$ cat config.mk
export PLATFORM = sky130hd
export DESIGN_NAME = fir_out_stage
export DESIGN_NICKNAME = d
export VERILOG_FILES = /design/src/rtl/fir_out_stage.sv
export SDC_FILE = /design/constraint.sdc
export NUM_CORES = 1
export LEC_CHECK = 0
export BUFFER_PORTS_ARGS = -buffer_cell sky130_fd_sc_hd__buf_2
export CAP_MARGIN = 10
export CORE_UTILIZATION = 35
export CTS_CLUSTER_SIZE = 28
export DETAILED_ROUTE_END_ITERATION = 6
export PLACE_DENSITY = 0.61
export SYNTH_ARGS = -nofsm -noshare
export SYNTH_HDL_FRONTEND = slang
export SYNTH_SLANG_ARGS = --single-unit
$ cat constraint.sdc
create_clock -name clk -period 3 [get_ports clk]
set_input_delay 0.45 -clock clk [delete_from_list [all_inputs] [get_ports clk]]
set_output_delay 0.45 -clock clk [all_outputs]
set_load 0.005 [all_outputs]
$ cat src/rtl/fir_out_stage.sv
// ---------------------------------------------------------------------------
// fir_out_stage
//
// Output conditioning for the time-multiplexed symmetric FIR core. Each
// strobed MAC result is processed in three steps:
//   1. Round half toward +inf and scale down by 2^SHIFT (stage-1 register).
//   2. Saturate to WIDTH_OUT bits (stage 2), which feeds the FIFO write.
//   3. Buffer in a DEPTH-entry first-word-fall-through FIFO, so the consumer
//      can drain samples at its own pace.
//
// Ports
//   clk        in   system clock, rising edge
//   rst        in   asynchronous active-low reset
//   din        in   signed MAC result (WIDTH_IN bits)
//   din_valid  in   one-cycle strobe qualifying din
//   dout       out  head-of-FIFO sample, signed (WIDTH_OUT bits)
//   dout_valid out  FIFO not empty
//   dout_ready in   consumer accepts dout this cycle
//   sat_flag   out  sticky: a sample has been saturated since reset
//   overflow   out  sticky: a sample has been dropped since reset
//   drop_cnt   out  count of dropped samples, saturates at 255
//
// Handshake: dout is transferred on every rising edge where dout_valid and
// dout_ready are both high. dout_valid never depends on dout_ready. The
// input side has no backpressure. A sample that arrives at a full FIFO is
// dropped, unless a read happens on the same edge.
// ---------------------------------------------------------------------------
module fir_out_stage #(
    parameter int WIDTH_IN   = 16,
    parameter int WIDTH_OUT  = 8,
    parameter int SHIFT      = 7,
    parameter int DEPTH      = 4,
    parameter int LOG2_DEPTH = 2
) (
    input  logic                 clk,
    input  logic                 rst,
    input  logic [WIDTH_IN-1:0]  din,
    input  logic                 din_valid,
    output logic [WIDTH_OUT-1:0] dout,
    output logic                 dout_valid,
    input  logic                 dout_ready,
    output logic                 sat_flag,
    output logic                 overflow,
    output logic [7:0]           drop_cnt
);

    // Rounding constant 2^(SHIFT-1). Computing it as (1 << SHIFT) >> 1
    // gives 0 when SHIFT = 0, so no separate case is needed.
    localparam logic signed [WIDTH_IN:0] round_add =
        ((WIDTH_IN+1)'(1) << SHIFT) >> 1;

    localparam logic [LOG2_DEPTH:0] full_count = (LOG2_DEPTH+1)'(DEPTH);

    localparam logic [WIDTH_OUT-1:0] sat_pos = {1'b0, {(WIDTH_OUT-1){1'b1}}};
    localparam logic [WIDTH_OUT-1:0] sat_neg = {1'b1, {(WIDTH_OUT-1){1'b0}}};

    // ------------------------------------------------------------------
    // Stage 1: round and scale
    // ------------------------------------------------------------------
    // One extra bit of headroom, so that adding the rounding constant to the
    // most positive input cannot wrap.
    logic signed [WIDTH_IN:0] din_ext;
    logic signed [WIDTH_IN:0] rounded;
    logic signed [WIDTH_IN:0] scaled;

    logic signed [WIDTH_IN:0] s1_val;
    logic                     v1;

    always_comb begin
        din_ext = $signed({din[WIDTH_IN-1], din});
        rounded = din_ext + round_add;
        scaled  = rounded >>> SHIFT;
    end

    always_ff @(posedge clk or negedge rst) begin
        if (!rst) begin
            s1_val <= '0;
            v1     <= 1'b0;
        end else begin
            v1 <= din_valid;
            if (din_valid) begin
                s1_val <= scaled;
            end
        end
    end

    // ------------------------------------------------------------------
    // Stage 2: saturate
    // ------------------------------------------------------------------
    // The value fits in WIDTH_OUT bits when all bits from the output sign
    // position upward are copies of the sign bit.
    logic [WIDTH_IN-WIDTH_OUT+1:0] s1_upper;
    logic                          s1_fits;
    logic [WIDTH_OUT-1:0]          s2_val;

    always_comb begin
        s1_upper = s1_val[WIDTH_IN:WIDTH_OUT-1];
        s1_fits  = (&s1_upper) | (~|s1_upper);
        if (s1_fits) begin
            s2_val = s1_val[WIDTH_OUT-1:0];
        end else if (s1_val[WIDTH_IN]) begin
            s2_val = sat_neg;
        end else begin
            s2_val = sat_pos;
        end
    end

    // ------------------------------------------------------------------
    // FIFO
    // ------------------------------------------------------------------
    logic [WIDTH_OUT-1:0]  mem [DEPTH];
    logic [LOG2_DEPTH-1:0] wr_ptr;
    logic [LOG2_DEPTH-1:0] rd_ptr;
    logic [LOG2_DEPTH:0]   count;

    logic full;
    logic rd_en;
    logic wr_en;
    logic drop;

    always_comb begin
        full       = (count == full_count);
        dout_valid = (count != '0);
        rd_en      = dout_valid && dout_ready;
        // A read on the same edge frees the slot, so a full FIFO still
        // takes the write in that case.
        wr_en      = v1 && (!full || rd_en);
        drop       = v1 && full && !rd_en;
        dout       = mem[rd_ptr];
    end

    // Storage is cleared on reset, so dout reads 0 right after reset.
    always_ff @(posedge clk or negedge rst) begin
        if (!rst) begin
            for (int i = 0; i < DEPTH; i++) begin
                mem[i] <= '0;
            end
        end else if (wr_en) begin
            mem[wr_ptr] <= s2_val;
        end
    end

    // Pointers wrap naturally because DEPTH is a power of two.
    always_ff @(posedge clk or negedge rst) begin
        if (!rst) begin
            wr_ptr <= '0;
            rd_ptr <= '0;
            count  <= '0;
        end else begin
            if (wr_en) begin
                wr_ptr <= wr_ptr + 1'b1;
            end
            if (rd_en) begin
                rd_ptr <= rd_ptr + 1'b1;
            end
            case ({wr_en, rd_en})
                2'b10:   count <= count + 1'b1;
                2'b01:   count <= count - 1'b1;
                default: count <= count;
            endcase
        end
    end

    // ------------------------------------------------------------------
    // Status flags
    // ------------------------------------------------------------------
    // A sample that is clamped sets sat_flag even when that sample is
    // then dropped at a full FIFO.
    always_ff @(posedge clk or negedge rst) begin
        if (!rst) begin
            sat_flag <= 1'b0;
            overflow <= 1'b0;
            drop_cnt <= '0;
        end else begin
            if (v1 && !s1_fits) begin
                sat_flag <= 1'b1;
            end
            if (drop) begin
                overflow <= 1'b1;
                if (drop_cnt != 8'hFF) begin
                    drop_cnt <= drop_cnt + 8'd1;
                end
            end
        end
    end

endmodule

==> impl_summary.log, run 1 <==
[metrics] result of the run: completed
[metrics] final worst path period share: 81.8%
[metrics] GR Util All Layers: 13.7%
[metrics] post-synthesis cell count: 242
[metrics] ranking of synthesized cells by area: sky130_fd_sc_hd__dfrtp_1, sky130_fd_sc_hd__mux2_4, sky130_fd_sc_hd__mux4_2
[metrics] Routability Congestion: 0.768
[metrics] actual transition at the worst max-transition pin: 0.597 ns
[metrics] setup repair after global routing missed its margin: false
[metrics] Final Max Tran Viols: 0
[metrics] pin count of the biggest net entering global routing: 25
[metrics] final setup violating endpoints: 0
[metrics] most area-hungry cell type in the Yosys netlist: sky130_fd_sc_hd__dfrtp_1
[metrics] area inside the core boundary: 0.00868 mm²
[metrics] detail-routed net length per standard cell: 13.7 µm
[metrics] DR vias/cell: 4.81
[metrics] endpoint of the worst register-to-register path: count[2]$_DFFE_PN0P_
[metrics] number of buffers and inverters on the critical path: 2
[metrics] setup TNS: 0 ns
[metrics] Ports: 39
[metrics] source of the critical timing path: count[0]$_DFFE_PN0P_
[metrics] fraction of synthesized cell area in xor and xnor cells: 4.77%
[metrics] largest family of logic cells by synthesized area: multiplexers
[metrics] top cell types by occurrence after synthesis: sky130_fd_sc_hd__dfrtp_1, sky130_fd_sc_hd__mux2_4, sky130_fd_sc_hd__nand2_1
[metrics] WP data required: 3.24 ns
[metrics] start-to-end type of the worst setup path: register to register
[metrics] arithmetic-cell share of the synthesized area counting full adders, half adders and majority gates: 3.45%
[metrics] combinational group share of total power: 36.5%
[metrics] leakage power of the design: 1.60 nW
[metrics] Compound-Gate Fraction of Synth Area: 5.13%
[metrics] Sw Pwr: 0.00101 W
[metrics] endpoint type of the worst setup path: register
[metrics] cell count after placement: 374
[metrics] post-synthesis sequential element count: 60
[metrics] reg-to-reg startpoint: count[0]$_DFFE_PN0P_
[metrics] mux contribution to synthesized area: 22.5%
[metrics] final hold violation count: 0
[metrics] worst clock skew: 0.0105 ns
[metrics] Sinks on Clock Net: 60
[metrics] ANT cells: 0
[metrics] count of cells resized by post-cts repair: 0
[metrics] most frequent cell after synthesis: sky130_fd_sc_hd__dfrtp_1
[metrics] number of cells on the worst reg-to-reg path: 9
[metrics] internal power component: 0.00224 W
[metrics] number of setup buffers added after CTS: 0
[metrics] TritonCTS Buffers: 9
[metrics] final layout net count: 305
[metrics] number of H-tree branching levels: 3
[metrics] antenna violations before repair: 0
[metrics] starting utilization of the core area: 35.9%
[metrics] Multi-input gate area: 0.00153 mm²
[metrics] total nets after synthesis: 270
[metrics] site row count: 34
[metrics] maximum single-stage delay on the critical path: 0.55 ns
[metrics] Post-synth EDFFs: 0
[metrics] critical-path maximum fanout: 8
[metrics] number of DRC markers in iteration 0: 26
[metrics] proportion of synthesized chip area in sequential cells: 48.1%
[metrics] detailed-routing iteration count for the pre-antenna-repair pass: 3
[metrics] Clk Latency, worst-skew pair: 0.33 ns
[metrics] clock tree from TritonCTS: built
[metrics] Die Footprint: 0.00929 mm²
[metrics] Overflow after GRT: 0
[metrics] Die W: 96.4 µm
[metrics] final cell count without fillers: 390
[metrics] sequential cell fraction of total power: 41.8%
[metrics] Fmax: 408 MHz
[metrics] Remaining DRCs: 0
[metrics] simple-gate portion of the synthesized area: 13.2%
[metrics] global-route wire length before repair: 9380 µm
[metrics] HPWL Detailed: 3800 µm
[metrics] Startpoint Class: register
[metrics] Final min period: 2.45 ns
[metrics] layout cells sized above 1: 35.5%
[metrics] Longest Clk Path Bufs: 2
[metrics] total number of vias: 1877
[metrics] Syn Area/Cell: 12.9 µm²
[metrics] Filler Cell Count: 853
[metrics] number of nets still failing antenna checks after routing: 0
[metrics] distinct cell type count of the synthesized netlist: 38
[metrics] vertical die dimension: 96.4 µm
[metrics] proportion of netlist area held by the largest area contributor: 48.1%
[metrics] area of the mapped netlist: 0.00312 mm²
[metrics] VDD IR-drop max: 0.000279 V
[metrics] max cap viols: 0
[metrics] clock network fraction of design power: 21.7%
[metrics] arrival time at the worst endpoint: 2.69 ns
[metrics] number of synthesis warnings: 0
[metrics] vias in the first global route: 1897
[metrics] worst path cell trace: or4b_4, and2_4, inv_1, ha_1, inv_1, fa_1, xor2_1, nor2_1, xor2_1
[metrics] WL final: 5350 µm
[metrics] path type of the worst min-delay path: primary input to asynchronous set/reset pin
[metrics] cell at the slowest stage of the critical path: sky130_fd_sc_hd__or4b_4
[metrics] overall power of the completed layout: 0.00325 W
[metrics] count of hold buffers inserted by post-cts repair: 0
[metrics] CP top delay family: simple AND/OR/NAND/NOR gates
[metrics] IO Port Bufs: 32
[metrics] fraction of power spent switching nets: 31.1%
[metrics] Max transition margin: 60.2%
[metrics] clock-pin transition on the worst setup and hold timing paths: 0.07 ns
[metrics] async set or reset register ratio after synthesis: 100%
[metrics] Synth-to-Final Area Change: 14.4%
[metrics] worst reg2reg setup slack: 0.55 ns
[metrics] clock root buffer: sky130_fd_sc_hd__clkbuf_8
[metrics] power density over cell area: 911 mW/mm²
[metrics] sequential standard cell area: 0.00150 mm²
[metrics] Primary FF master, synth: sky130_fd_sc_hd__dfrtp_1
==> per-stage QoR <==
step                      hold slack, ns  util, %  instance area [µm²]  setup slack (ns)
final                             0.0900     41.1                 3570             0.547
after global placement             0.445     38.9                 3370             0.481
after global routing               0.117     41.1                 3570             0.481
after CTS                         0.0994     41.1                 3570             0.530
after floorplan                    0.154        -                 3120             0.611
after detailed placement           0.454     38.9                 3370             0.376
==> sequential cells by signal, indices dropped and copies added (netlist names) <==
register,count
count,3
drop_cnt,8
mem,32
overflow,1
rd_ptr,2
s1_val,10
sat_flag,1
v1,1
wr_ptr,2
==> worst reg2reg max path: stages, from the launching register on <==
cell	delay, ns
sky130_fd_sc_hd__dfrtp_1	0.42
sky130_fd_sc_hd__or4b_4	0.55
sky130_fd_sc_hd__and2_4	0.26
sky130_fd_sc_hd__inv_1	0.08
sky130_fd_sc_hd__ha_1	0.17
sky130_fd_sc_hd__inv_1	0.06
sky130_fd_sc_hd__fa_1	0.37
sky130_fd_sc_hd__xor2_1	0.15
sky130_fd_sc_hd__nor2_1	0.11
sky130_fd_sc_hd__xor2_1	0.18
==> cells by family after synthesis <==
group	after synthesis
AO/OA/AOI/OAI	24
XOR/XNOR	17
adder cells (fa/ha/maj)	8
buffers and inverters	18
flip-flops	60
multiplexers	44
AND/OR/NAND/NOR	71
==> routing by layer <==
metal  routed length, µm  global-route usage (%)  part of all wire (%)
met5                   0                       0                     0
met3                 169                    3.36                   3.2
met4                  78                    5.51                   1.5
met2                2500                    21.5                    47
met1                2600                    18.4                    49
==> worst max-delay path by stage <==
stage	endpoint	slack (ns)	depth (start not counted)
6_report	count[2]$_DFFE_PN0P_	0.55	9
5_1_grt	count[2]$_DFFE_PN0P_	0.48	9
4_1_cts	count[2]$_DFFE_PN0P_	0.53	9
3_5_place_dp	count[2]$_DFFE_PN0P_	0.38	10
3_3_place_gp	count[2]$_DFFE_PN0P_	0.48	10
2_1_floorplan	count[2]$_DFFE_PN0P_	0.61	10
==> placed cells by master, fill, tap and decap left out, drive strengths merged, types with 9 or more instances in the layout <==
cell    instances
mux2           34
nand2          26
nor2           19
clkbuf         10
dfrtp          60
xnor2           9
buf            34
==> layout make-up <==
| type | instances | area share (%) |
|---|---|---|
| sequential | 60 | 42.1 |
| timing repair buffer | 34 | 4.91 |
| tap | 108 | 3.79 |
| clock buffer | 10 | 3.58 |
| clock inverter | 6 | 1.82 |
| inverter | 8 | 0.842 |
| multi-input combinational | 164 | 43.0 |
==> power by group through the flow <==
stage	clock network, W	logic, W	registers [W]
floorplan	0	0.00101	0.00125
global placement	0	0.00118	0.00136
detailed placement	0	0.00121	0.00137
CTS	0.000725	0.00121	0.00136
global route	0.000768	0.00130	0.00141
finish	0.000705	0.00119	0.00136
Note: power is estimated with default switching activity, not from simulation.
==> run 2: changes to the inputs <==
PLACE_DENSITY = 0.63   (was 0.61)
clock period = 2.01 ns   (was 3 ns; I/O delays follow)
==> run 2 against run 1 <==
The flow now finishes with violations (setup timing). Critical endpoint unchanged. Total power up 59%. Core utilization increased by 1.7 points. Flip-flop and latch count unchanged. Clock skew about the same.
==> impl_summary.log, run 2 (synthesis results as in run 1) <==
[metrics] result of the run: complete, but fails checks
[metrics] violated checks: setup timing
[metrics] Filler Cell Count: 847 (-0.70%)
[metrics] most common cell after layout, fill and taps aside: sky130_fd_sc_hd__dfrtp_1
[metrics] endpoint of the worst register-to-register path: count[2]$_DFFE_PN0P_
[metrics] vertical die dimension: 96.4 µm (unchanged)
[metrics] number of nets still failing antenna checks after routing: 0 (unchanged)
[metrics] critical hold path startpoint: din[15]
[metrics] Final Max Tran Viols: 0 (unchanged)
[metrics] Max transition margin: 58.9% (-1.3 points)
[metrics] pin count of the biggest net entering global routing: 37 (+48%)
[metrics] final worst path period share: 103% (+21 points)
[metrics] clock-pin transition on the worst setup and hold timing paths: 0.07 ns (about the same)
[metrics] Final min period: 2.07 ns (-0.381 ns)
[metrics] starting utilization of the core area: 35.9% (unchanged)
[metrics] detailed-routing iteration count for the pre-antenna-repair pass: 4 (+1)
[metrics] DR vias/cell: 4.90 (+1.7%)
[metrics] Die Footprint: 0.00929 mm² (unchanged)
[metrics] GR Util All Layers: 14.1% (+0.41 points)
[metrics] actual transition at the worst max-transition pin: 0.616 ns (+0.0190 ns)
[metrics] HPWL Detailed: 3930 µm (+3.4%)
[metrics] arrival time at the worst endpoint: 2.34 ns (-0.35 ns)
[metrics] Startpoint Class: register
[metrics] worst clock skew: 0.0102 ns (-0.000263 ns)
[metrics] Clk Latency, worst-skew pair: 0.34 ns (about the same)
[metrics] Worst Hold Depth: 3
[metrics] critical-path maximum fanout: 2 (-6)
[metrics] leakage power of the design: 1.67 nW (+4.2%)
[metrics] Routed met2 length: 2550 µm (+2.0%)
[metrics] largest registers ranked by flip-flop count: mem (32), s1_val (10), drop_cnt (8)
[metrics] clock root buffer: sky130_fd_sc_hd__clkbuf_8
[metrics] vias in the first global route: 1980 (+4.4%)
[metrics] clock tree from TritonCTS: built
[metrics] sum of routed wire segments on met1: 2800 µm (+7.4%)
[metrics] WP data required: 2.28 ns (-0.96 ns)
[metrics] most used cells in the layout excluding fill and tap cells: sky130_fd_sc_hd__dfrtp_1, sky130_fd_sc_hd__mux2_4, sky130_fd_sc_hd__buf_2, sky130_fd_sc_hd__nand2_1, sky130_fd_sc_hd__nor2_1
[metrics] site row count: 34 (unchanged)
[metrics] start-to-end type of the worst setup path: register to register
[metrics] number of DRC markers in iteration 0: 55 (+110%)
[metrics] Biggest register: mem
[metrics] Largest register FFs: 32 (unchanged)
[metrics] Ports: 39 (unchanged)
[metrics] reg-to-reg startpoint: count[0]$_DFFE_PN0P_
[metrics] Remaining DRCs: 0 (unchanged)
[metrics] Die W: 96.4 µm (unchanged)
[metrics] power density over cell area: 1400 mW/mm² (+53%)
[metrics] number of H-tree branching levels: 3 (unchanged)
[metrics] Fmax: 483 MHz (+18%)
[metrics] total non-filler cell area in the finished layout: 0.00371 mm² (+4.0%)
[metrics] Util after Layout: 42.8% (+1.7 points)
[metrics] layout cells sized above 1: 39.4% (+3.9 points)
[metrics] antenna violations before repair: 0 (unchanged)
[metrics] endpoint type of the worst setup path: register
[metrics] area inside the core boundary: 0.00868 mm² (unchanged)
[metrics] Met3 Wirelength: 203 µm (+20%)
[metrics] number of cells on the worst reg-to-reg path: 9 (unchanged)
[metrics] capture endpoint of the worst hold path: s1_val[8]$_DFFE_PN0P_
[metrics] Routability Congestion: 0.728 (-5.3%)
[metrics] worst reg2reg setup slack: -0.06 ns (-0.61 ns)
[metrics] max cap viols: 0 (unchanged)
[metrics] top metal layer carrying routed signals: met4
[metrics] total number of vias: 1958 (+4.3%)
[metrics] Cell Area, Placed: 0.00346 mm² (+2.7%)
[metrics] final hold violation count: 0 (unchanged)
[metrics] final setup violating endpoints: 1 (+1)
[metrics] IO Port Bufs: 32 (unchanged)
[metrics] Overflow after GRT: 0 (unchanged)
[metrics] VDD IR-drop max: 0.000387 V (+39%)
[metrics] final layout net count: 315 (+3.3%)
[metrics] TritonCTS Buffers: 9 (unchanged)
[metrics] setup repair after global routing missed its margin: true
[metrics] Synth-to-Final Area Change: 19.0%
[metrics] path type of the worst min-delay path: primary input to register
[metrics] Sinks on Clock Net: 60 (unchanged)
[metrics] detail-routed net length per standard cell: 14.1 µm (+3.0%)
[metrics] Worst Setup Slack, final: -0.0616 ns (-0.609 ns)
[metrics] ANT cells: 0 (unchanged)
[metrics] Longest Clk Path Bufs: 2 (unchanged)
[metrics] WL final: 5650 µm (+5.6%)
[metrics] overall power of the completed layout: 0.00518 W (+59%)
[metrics] global-route wire length before repair: 9780 µm (+4.3%)
==> run 2: layout make-up <==
type	count	area (µm²)	area share [%]
Clock buffer	9	124	3.34
Clock inverter	7	98.8	2.66
Inverter	8	32.5	0.877
Multi-Input combinational cell	164	1550	41.9
Sequential cell	60	1500	40.5
Tap cell	108	135	3.64
Timing Repair Buffer	44	265	7.15
==> run 2: how the worst max path moves through the flow <==
stage / start / endpoint
2_1_floorplan: count[0]$_DFFE_PN0P_ / count[2]$_DFFE_PN0P_
3_3_place_gp: dout_ready / count[2]$_DFFE_PN0P_
6_report: count[0]$_DFFE_PN0P_ / count[2]$_DFFE_PN0P_
3_5_place_dp: dout_ready / count[2]$_DFFE_PN0P_
5_1_grt: count[0]$_DFFE_PN0P_ / count[2]$_DFFE_PN0P_
4_1_cts: count[0]$_DFFE_PN0P_ / count[2]$_DFFE_PN0P_
==> run 2: worst max-delay path, cell delays in order (launching register included) <==
cell and delay [ns]:
sky130_fd_sc_hd__dfrtp_1 0.39, sky130_fd_sc_hd__or4b_4 0.52, sky130_fd_sc_hd__and2_4 0.17, sky130_fd_sc_hd__inv_4 0.05
sky130_fd_sc_hd__ha_4 0.12, sky130_fd_sc_hd__inv_2 0.03, sky130_fd_sc_hd__fa_2 0.32, sky130_fd_sc_hd__xor2_1 0.15
sky130_fd_sc_hd__nor2_1 0.11, sky130_fd_sc_hd__xor2_1 0.15
==> run 2: where the power goes <==
group | internal (W) | switching (W)
Clock | 0.000706 | 0.000519
Sequential | 0.00165 | 0.000326
Combinational | 0.00123 | 0.000749
Total | 0.00358 | 0.00159
==> run 2: per-layer routing <==
metal / up-vias / global-route usage [%]
met5: - / 0
met4: 0 / 6.99
met3: 10 / 3.05
met2: 33 / 20.8
met1: 964 / 19.7
li1: 951 / -
==> run 2: through the flow <==
stage	hold slack [ns]	setup TNS, ns	std cells	setup WS (ns)
global placement	0.348	-0.0987	382	-0.0987
CTS	0.243	-0.0717	400	-0.0717
floorplan	0.00591	-0.387	242	-0.254
global route	0.259	-0.163	400	-0.163
detailed placement	0.343	-0.159	382	-0.111
finish	0.251	-0.0616	400	-0.0616
==> run 2: timing repair <==
action | in CTS | in global routing
hold endpoints to repair | 24 | 0
setup endpoints to repair | 2 | 33
resized for setup | 1 | 1
setup buffers | 1 | 1
pin swaps | 4 | 2
hold buffers | 1 | 0
